### src/rtl/axi_fifo_wr_master.sv
// rtl/axi_fifo_wr_master.sv - drains a FWFT FIFO onto AXI4 INCR write bursts, 4 KB safe
module axi_fifo_wr_master #(
   parameter int DATA_W    = 32,
   parameter int ADDR_W    = 32,
   parameter int ID_W      = 4,
   parameter int MAX_BURST = 16
) (
   input  logic                clk_i,
   input  logic                rst_i,
   input  logic                cmd_valid_i,
   output logic                cmd_ready_o,
   input  logic [ADDR_W-1:0]   cmd_addr_i,
   input  logic [15:0]         cmd_len_i,
   output logic                done_o,
   output logic                err_o,
   output logic                fifo_rd_en_o,
   input  logic [DATA_W-1:0]   fifo_dout_i,
   input  logic                fifo_empty_i,
   output logic [ID_W-1:0]     awid_o,
   output logic [ADDR_W-1:0]   awaddr_o,
   output logic [7:0]          awlen_o,
   output logic [2:0]          awsize_o,
   output logic [1:0]          awburst_o,
   output logic                awvalid_o,
   input  logic                awready_i,
   output logic [DATA_W-1:0]   wdata_o,
   output logic [DATA_W/8-1:0] wstrb_o,
   output logic                wlast_o,
   output logic                wvalid_o,
   input  logic                wready_i,
   input  logic [ID_W-1:0]     bid_i,
   input  logic [1:0]          bresp_i,
   input  logic                bvalid_i,
   output logic                bready_o
);
   localparam int BPB  = DATA_W / 8;
   localparam int SIZE = $clog2(BPB);

   typedef enum logic [2:0] {S_IDLE, S_CALC, S_AW, S_W, S_B, S_DONE} state_t;

   state_t            state_q, state_d;
   logic [ADDR_W-1:0] addr_q, addr_d;
   logic [15:0]       rem_q, rem_d;
   logic [ADDR_W-1:0] awaddr_q, awaddr_d;
   logic [7:0]        awlen_q, awlen_d;
   logic [8:0]        blen_q, blen_d;
   logic [7:0]        beat_q, beat_d;
   logic              err_q, err_d;

   logic [12:0] page_room, page_beats;
   logic [16:0] blen_c;
   logic        unused_bid;

   assign unused_bid = ^bid_i;

   // beats left before the next 4 KB page boundary; addr is beat aligned so this is >= 1
   assign page_room  = 13'd4096 - {1'b0, addr_q[11:0]};
   assign page_beats = page_room >> SIZE;

   always_comb begin
      blen_c = {1'b0, rem_q};
      if (blen_c > 17'(MAX_BURST)) blen_c = 17'(MAX_BURST);
      if (blen_c > {4'b0, page_beats}) blen_c = {4'b0, page_beats};
   end

   always_ff @(posedge clk_i or posedge rst_i) begin
      if (rst_i) begin
         state_q  <= S_IDLE;
         addr_q   <= '0;
         rem_q    <= '0;
         awaddr_q <= '0;
         awlen_q  <= '0;
         blen_q   <= '0;
         beat_q   <= '0;
         err_q    <= 1'b0;
      end else begin
         state_q  <= state_d;
         addr_q   <= addr_d;
         rem_q    <= rem_d;
         awaddr_q <= awaddr_d;
         awlen_q  <= awlen_d;
         blen_q   <= blen_d;
         beat_q   <= beat_d;
         err_q    <= err_d;
      end
   end

   always_comb begin
      state_d  = state_q;
      addr_d   = addr_q;
      rem_d    = rem_q;
      awaddr_d = awaddr_q;
      awlen_d  = awlen_q;
      blen_d   = blen_q;
      beat_d   = beat_q;
      err_d    = err_q;
      case (state_q)
         S_IDLE: begin
            if (cmd_valid_i) begin
               addr_d  = cmd_addr_i;
               rem_d   = cmd_len_i;
               err_d   = 1'b0;
               state_d = (cmd_len_i == 16'd0) ? S_DONE : S_CALC;
            end
         end
         S_CALC: begin
            blen_d   = 9'(blen_c);
            awaddr_d = addr_q;
            awlen_d  = 8'(blen_c - 17'd1);
            state_d  = S_AW;
         end
         S_AW: begin
            if (awready_i) begin
               beat_d  = 8'd0;
               state_d = S_W;
            end
         end
         S_W: begin
            if (wvalid_o && wready_i) begin
               if (wlast_o) state_d = S_B;
               else         beat_d  = beat_q + 8'd1;
            end
         end
         S_B: begin
            if (bvalid_i) begin
               err_d   = err_q | (bresp_i != 2'b00);
               addr_d  = addr_q + (ADDR_W'(blen_q) << SIZE);
               rem_d   = rem_q - 16'(blen_q);
               state_d = (rem_q == 16'(blen_q)) ? S_DONE : S_CALC;
            end
         end
         S_DONE:  state_d = S_IDLE;
         default: state_d = S_IDLE;
      endcase
   end

   // W channel is a straight combinational pass-through of the FIFO head
   always_comb begin
      cmd_ready_o  = (state_q == S_IDLE);
      done_o       = (state_q == S_DONE);
      err_o        = err_q;
      awid_o       = '0;
      awaddr_o     = awaddr_q;
      awlen_o      = awlen_q;
      awsize_o     = 3'(SIZE);
      awburst_o    = 2'b01;
      awvalid_o    = (state_q == S_AW);
      wdata_o      = fifo_dout_i;
      wstrb_o      = '1;
      wvalid_o     = (state_q == S_W) && !fifo_empty_i;
      wlast_o      = (state_q == S_W) && (beat_q == awlen_q);
      fifo_rd_en_o = wvalid_o && wready_i;
      bready_o     = (state_q == S_B);
   end
endmodule
### config.mk
export PLATFORM = sky130hd
export DESIGN_NAME = axi_fifo_wr_master
export DESIGN_NICKNAME = d
export VERILOG_FILES = /design/src/rtl/axi_fifo_wr_master.sv
export SDC_FILE = /design/constraint.sdc
export NUM_CORES = 1
export LEC_CHECK = 0
export CAP_MARGIN = 30
export CORE_ASPECT_RATIO = 1.2
export CORE_MARGIN = 10
export CORE_UTILIZATION = 45
export CTS_CLUSTER_DIAMETER = 80
export DETAILED_ROUTE_END_ITERATION = 7
export PLACE_DENSITY = 0.75
export SETUP_SLACK_MARGIN = 0.02
export SYNTH_ARGS = -nofsm -noshare
export SYNTH_HDL_FRONTEND = slang
export SYNTH_SLANG_ARGS = --single-unit
export TNS_END_PERCENT = 5
### constraint.sdc
create_clock -name clk_i -period 5 [get_ports clk_i]
set_clock_uncertainty 0.2 [all_clocks]
set_input_delay 0.75 -clock clk_i [delete_from_list [all_inputs] [get_ports clk_i]]
set_output_delay 0.75 -clock clk_i [all_outputs]
set_load 0.02 [all_outputs]
# After elaboration in Yosys (flattened, before gate mapping)
# Cells that the tools add are included.
[word_totals] reg_bits=109 inputBits=93 output_inout_bits=93 elab_cells=64
[classes] addsub=5 n_lt_le_gt_ge=2 n_eq_ne=13 muxes=23 bitwise=1 reduce_logical=12
[op_table] op="32-bit 2-to-1 mux" count=2
[op_table] op="32-bit one-hot mux with 2 select lines" count=1
[op_table] op="16-bit 2-to-1 mux" count=3
[op_table] op="32-bit by 11-bit adder with 32-bit output" count=1
[op_table] op="16-bit one-hot mux with 2 select lines" count=1
[op_table] op="8-bit 2-to-1 mux" count=3
[op_table] op="3-bit 2-to-1 mux" count=7
[op_table] op="16-bit by 9-bit == test with 1-bit output" count=1
[op_table] op="16-bit by 11-bit > comparator with 1-bit output" count=1
[op_table] op="16-bit by 5-bit > comparator with 1-bit output (second input constant)" count=1
[op_table] op="16-bit logical NOT" count=1
[op_table] op="8-bit one-hot mux with 2 select lines" count=1
[op_table] op="16-bit by 9-bit subtractor with 16-bit output" count=1
[op_table] op="3-bit one-hot mux with 5 select lines" count=1
[op_table] op="13-bit by 12-bit subtractor with 13-bit output (first input constant)" count=1
[op_table] op="2-bit inequality test (second input constant)" count=5
[op_table] op="9-bit 2-to-1 mux" count=1
[op_table] op="8-bit by 1-bit adder with 8-bit output (second input constant)" count=1
[op_table] op="8-bit == test" count=1
[op_table] op="8-bit by 1-bit subtractor with 8-bit output (second input constant)" count=1
[op_table] op="3-bit by 2-bit == test with 1-bit output (second input constant)" count=2
[op_table] op="3-bit == test (second input constant)" count=2
[op_table] op="2-bit nonzero test" count=3
[op_table] op="5-bit AND reduction" count=1
[op_table] op="other kinds (10)" count=13

# Logic depth before layout (Yosys ltp)
[depth] ltp_word=5 ltp_mapped=21 mapped_depth_nobuf=20

# Worst setup path before layout
# Ideal clock, no wire load.
[synth_timing] kind="reg-to-reg" start="reg addr_q[2]" end="reg awlen_q[6] (netlist: awlen_o[6])" setup_time_ps=126 arrival_time_ps=3832 t_required_ps=4674 setup_slack_ps=841 stages_incl_launch_ff=20 path_buffers=1 period_less_slack_ps=4159 path_cell_list="dfrtp_1 -> clkbuf_1 -> nor4_4 -> nand3_1 -> or3_1 -> or3_1 -> nand2_1 -> ha_1 -> nand4_1 -> o32a_1 -> o21ai_2 -> mux2i_1 -> ha_1 -> nand3_1 -> nor2_1 -> and3_1 -> a21oi_1 -> xor2_1 -> nor2_1 -> o21ai_0"
[synth_between] elab_chain_len=4
[synth_lines] element="start, declared" line="42" text="logic [ADDR_W-1:0] addr_q, addr_d;"
[synth_lines] element="start signal, assigned" line="78" text="addr_q <= addr_d;"
[synth_lines] element="13-bit by 12-bit subtractor with 13-bit output (*)" line="57" text="assign page_room = 13'd4096 - {1'b0, addr_q[11:0]};"
[synth_lines] element="16-bit by 11-bit > comparator with 1-bit output" line="63" text="if (blen_c > {4'b0, page_beats}) blen_c = {4'b0, page_beats};"
[synth_lines] element="9-bit 2-to-1 mux (*)" line="63"
[synth_lines] element="8-bit by 1-bit subtractor with 8-bit output (*)" line="109" text="awlen_d = 8'(blen_c - 17'd1);"
[synth_lines] element="end signal, assigned" line="81" text="awlen_q <= awlen_d;"
[synth_lines] element="end, declared" line="45" text="logic [7:0] awlen_q, awlen_d;"
# Every way passes the cells marked *; elsewhere a longest branch is shown, timed or not.
# A chain may end at the register's enable or synchronous reset.

# Worst setup path after layout
# Same ends and word-level chain as after synthesis.

==> flow_metrics.py <==
metrics = {
    "min_path": {
        "min_path_cells": 2,
        "hold_path.class": "flip-flop to flip-flop",
    },
    "clock_network": {
        "clockBufferDepth": 2,
        "cts_tree": "done",
        "numCtsBuffers": 9,
        "clock_latency_ns": 0.35,
        "cts_setup_buffers": 0,
        "h-tree-depth": 3,
        "cts_resized": 0,
        "clockRootBuffer": "clkbuf_16",
        "cts.clk_slew.worst_paths_ns": 0.08,
        "ctsHoldBuffers": 0,
        "cts_sinks": 109,
    },
    "routing": {
        "first_pass_iters": 6,
        "routedWlPerCell_um": 16.8,
        "via_count": 6421,
        "wl_mm": 19.3,
        "vias_per_cell": 5.60,
        "drc": 0,
        "drtIter0Drc": 450,
        "antenna_left": 0,
    },
    "placed_design": {
        "dp.cells": 1130,
        "hpwl_mm": 14.2,
        "finalWeightedCongestion": 0.897,
        "io_buffers": 104,
    },
    "worst_setup_path": {
        "regToRegSetupSlack_ns": 0.37,
        "worstPathArrival_ns": 4.67,
        "crit_chain": "nor4_4 > nand3_1 > or3_1 > or3_1 > nand2_1 > ha_1 > nand4_1 > o32a_1 > o21ai_2 > buf_4 > nor2_1 > a21oi_1 > ha_1 > nand3_1 > nor2_1 > and3_1 > a21oi_1 > xor2_1 > nor2_1 > o21ai_0",
        "critPathLaunchType": "flip-flop",
        "cpMostUsedCell": "nor2_1",
        "crit_type": "flip-flop to flip-flop",
        "cp_max_fo": 9,
        "cp_data_required_time_ns": 5.04,
        "cpMaxStageDelayCell": "dfrtp_1",
        "critPathMaxStageDelay_ns": 0.50,
        "end_kind": "flip-flop",
        "worstRegToRegCells": 20,
    },
    "cells_and_area": {
        "antenna_cells": 0,
        "final_cells": 1147,
        "num-nets-final": 1060,
        "drive_gt1_share_pct": 5.11,
        "syn2layout_area_growth_pct": 17.6,
    },
    "pwr": {
        "power_density_nw_per_um2": 633,
        "ir_drop_mv": 0.252,
        "power.leakage_nw": 3.69,
    },
    "sta": {
        "max_freq_mhz": 216,
        "rsz0062_at_grt": "false",
        "slew_violations": 0,
        "finalCriticalPeriod_ns": 4.63,
        "tns_ns": 0,
        "setup_violations": 0,
        "relSlewSlack_pct": 51.8,
        "tightest_slew_ns": 0.717,
        "period_share_pct": 92.6,
        "hold_viol_final": 0,
    },
    "synthesis": {
        "synth_top_family_by_area": "simple AND/OR/NAND/NOR gates",
        "yosysTopAreaCell": "dfrtp_1",
        "synth-seq-cells": 109,
        "synth_area_um2": 7130,
        "muxShareOfSynthArea_pct": 0.929,
        "synth_simple_gate_area_share_pct": 23.3,
        "ys_seq_area_share_pct": 38.2,
        "synth_ff_type": "dfrtp_1",
        "synth-edff-count": 0,
        "ys_types": 65,
        "ys_warn_count": 0,
        "ys_async_sr_fraction_pct": 100,
        "netlist_instances": 881,
        "synth_top_cells_by_area": "dfrtp_1, nand2_1, ha_1",
        "synth_area_per_cell_um2": 8.10,
        "synth_xor_xnor_area_share_pct": 3.68,
        "synth_top_cell_area_share_pct": 38.2,
        "synth_compound_area_share_pct": 18.8,
        "synth_fa_ha_area_share_pct": 6.00,
    },
    "global_routing": {
        "grt.total_usage_pct": 18.1,
        "antenna_found_initial": 0,
        "grt_max_degree": 60,
        "gr-total-overflow": 0,
        "grt_pass1_wl_mm": 31.4,
        "grt_pass1_vias": 6189,
    },
    "die": {
        "die_y_um": 158,
        "dieArea_um2": 21300,
        "num_rows": 50,
        "core_area_um2": 15600,
        "initial_core_util_pct": 45.8,
        "pin_count": 186,
        "die_w_um": 135,
    },
    "flow_run": {
        "maxCapViolations": 0,
    },
    "status": {
        "status": "completed",
    },
}
-- registers in the layout (all words and copies together) (netlist names) --
signal,cells
awaddr_o,32
state_q,3
awlen_o,8
rem_q,16
err_o,1
blen_q,9
addr_q,32
beat_q,8
-- per-stage QoR --
stage | utilization [%] | area, um2 | total power [mW] | hold WS (ns) | setup WS (ns)
after floorplan | - | 7200 | 3.65 | 0.253 | 0.841
after global placement | 51.8 | 8070 | 4.48 | 0.259 | 0.529
after detailed placement | 51.8 | 8070 | 4.55 | 0.262 | 0.416
after CTS | 53.7 | 8370 | 5.31 | 0.282 | 0.399
after global routing | 53.9 | 8390 | 5.76 | 0.290 | 0.114
final | 53.9 | 8390 | 5.31 | 0.275 | 0.369
-- where the power goes --
group          leakage, nW  switching, mW  internal [mW]
clock                0.141          0.380          0.358
combinational         2.22           1.63           1.21
sequential            1.32          0.460           1.27
total                 3.69           2.47           2.84
-- logic make-up (layout without fill, tap and decap cells) --
family,after synthesis,count (layout)
simple gates,364,364
other cells,2,19
xor+xnor,30,30
fa+ha+maj,33,33
buf+inv,120,161
compound gates,217,217
mux,6,6
flops,109,109
-- worst paths after layout --
| path | end | startpoint |
|---|---|---|
| max | awlen_o[6] | addr_q[2] |
| max in group asynchronous | addr_q[13] | rst_i |
| min reg2reg | awaddr_o[10] | awaddr_o[10] |
| max reg2reg | awlen_o[6] | addr_q[2] |
| min | awaddr_o[10] | awaddr_o[10] |
| min in group asynchronous | awaddr_o[28] | rst_i |
-- per-layer routing --
| metal | vias up | track usage, % | part of all wire, % |
|---|---|---|---|
| li1 | 3123 | - | - |
| met4 | 0 | 7.91 | 3.0 |
| met5 | - | 0 | 0 |
| met2 | 201 | 30.0 | 48 |
| met3 | 40 | 3.71 | 6.2 |
| met1 | 3057 | 22.2 | 42 |
-- cell usage in the layout, fill, tap and decap left out, types with 4 or more instances in the layout --
cell and instances:
a31oi_1 11, nand2_1 180, nor2_1 64, nor3_1 16
buf_4 13, xor2_1 20, ha_1 31, o21a_1 8
a2bb2oi_1 8, o22ai_1 11, a211oi_1 7, nor2b_1 8
o31ai_1 9, and4_1 4, dfrtp_1 109, mux2i_1 4
and2_1 8, o21ai_0 58, nand2b_1 4, a31o_2 4
inv_1 25, nor4_1 12, xnor2_1 10, o211ai_1 7
nand3_1 29, and3_1 13, a21o_1 5, conb_1 19
nand4_1 10, a21oi_1 65, clkdlybuf4s50_1 104, clkbuf_16 9
-- layout make-up --
| cell class | instances | area (um2) |
|---|---|---|
| flip-flops and latches | 109 | 2730 |
| fillers | 1419 | 7190 |
| repair buffers | 118 | 1160 |
| multi-input cells | 669 | 3840 |
| clock inverters | 7 | 73.8 |
| inverters | 27 | 104 |
| clock buffers | 9 | 225 |
| well taps | 208 | 260 |
-- Yosys cell counts, drive strengths merged, types with 11 or more instances --
cell      n
nand2   181
dfrtp   109
a21oi    65
nor2     64
o21ai    61
buf      55
clkbuf   38
ha       31
nand3    29
inv      26
xor2     20
nor3     18
and3     13
nor4     13
a31oi    11
o22ai    11
-- critical path, delay by kind of cell (launching register included) --
| kind | cells | cell delay (ns) |
|---|---|---|
| AND/OR/NAND/NOR | 11 | 2.16 |
| AO/OA/AOI/OAI | 5 | 0.80 |
| flip-flops | 1 | 0.50 |
| adder cells (fa/ha/maj) | 2 | 0.46 |
| buffers and inverters | 1 | 0.22 |
| XOR/XNOR | 1 | 0.16 |
(Power assumes the default switching activity.)
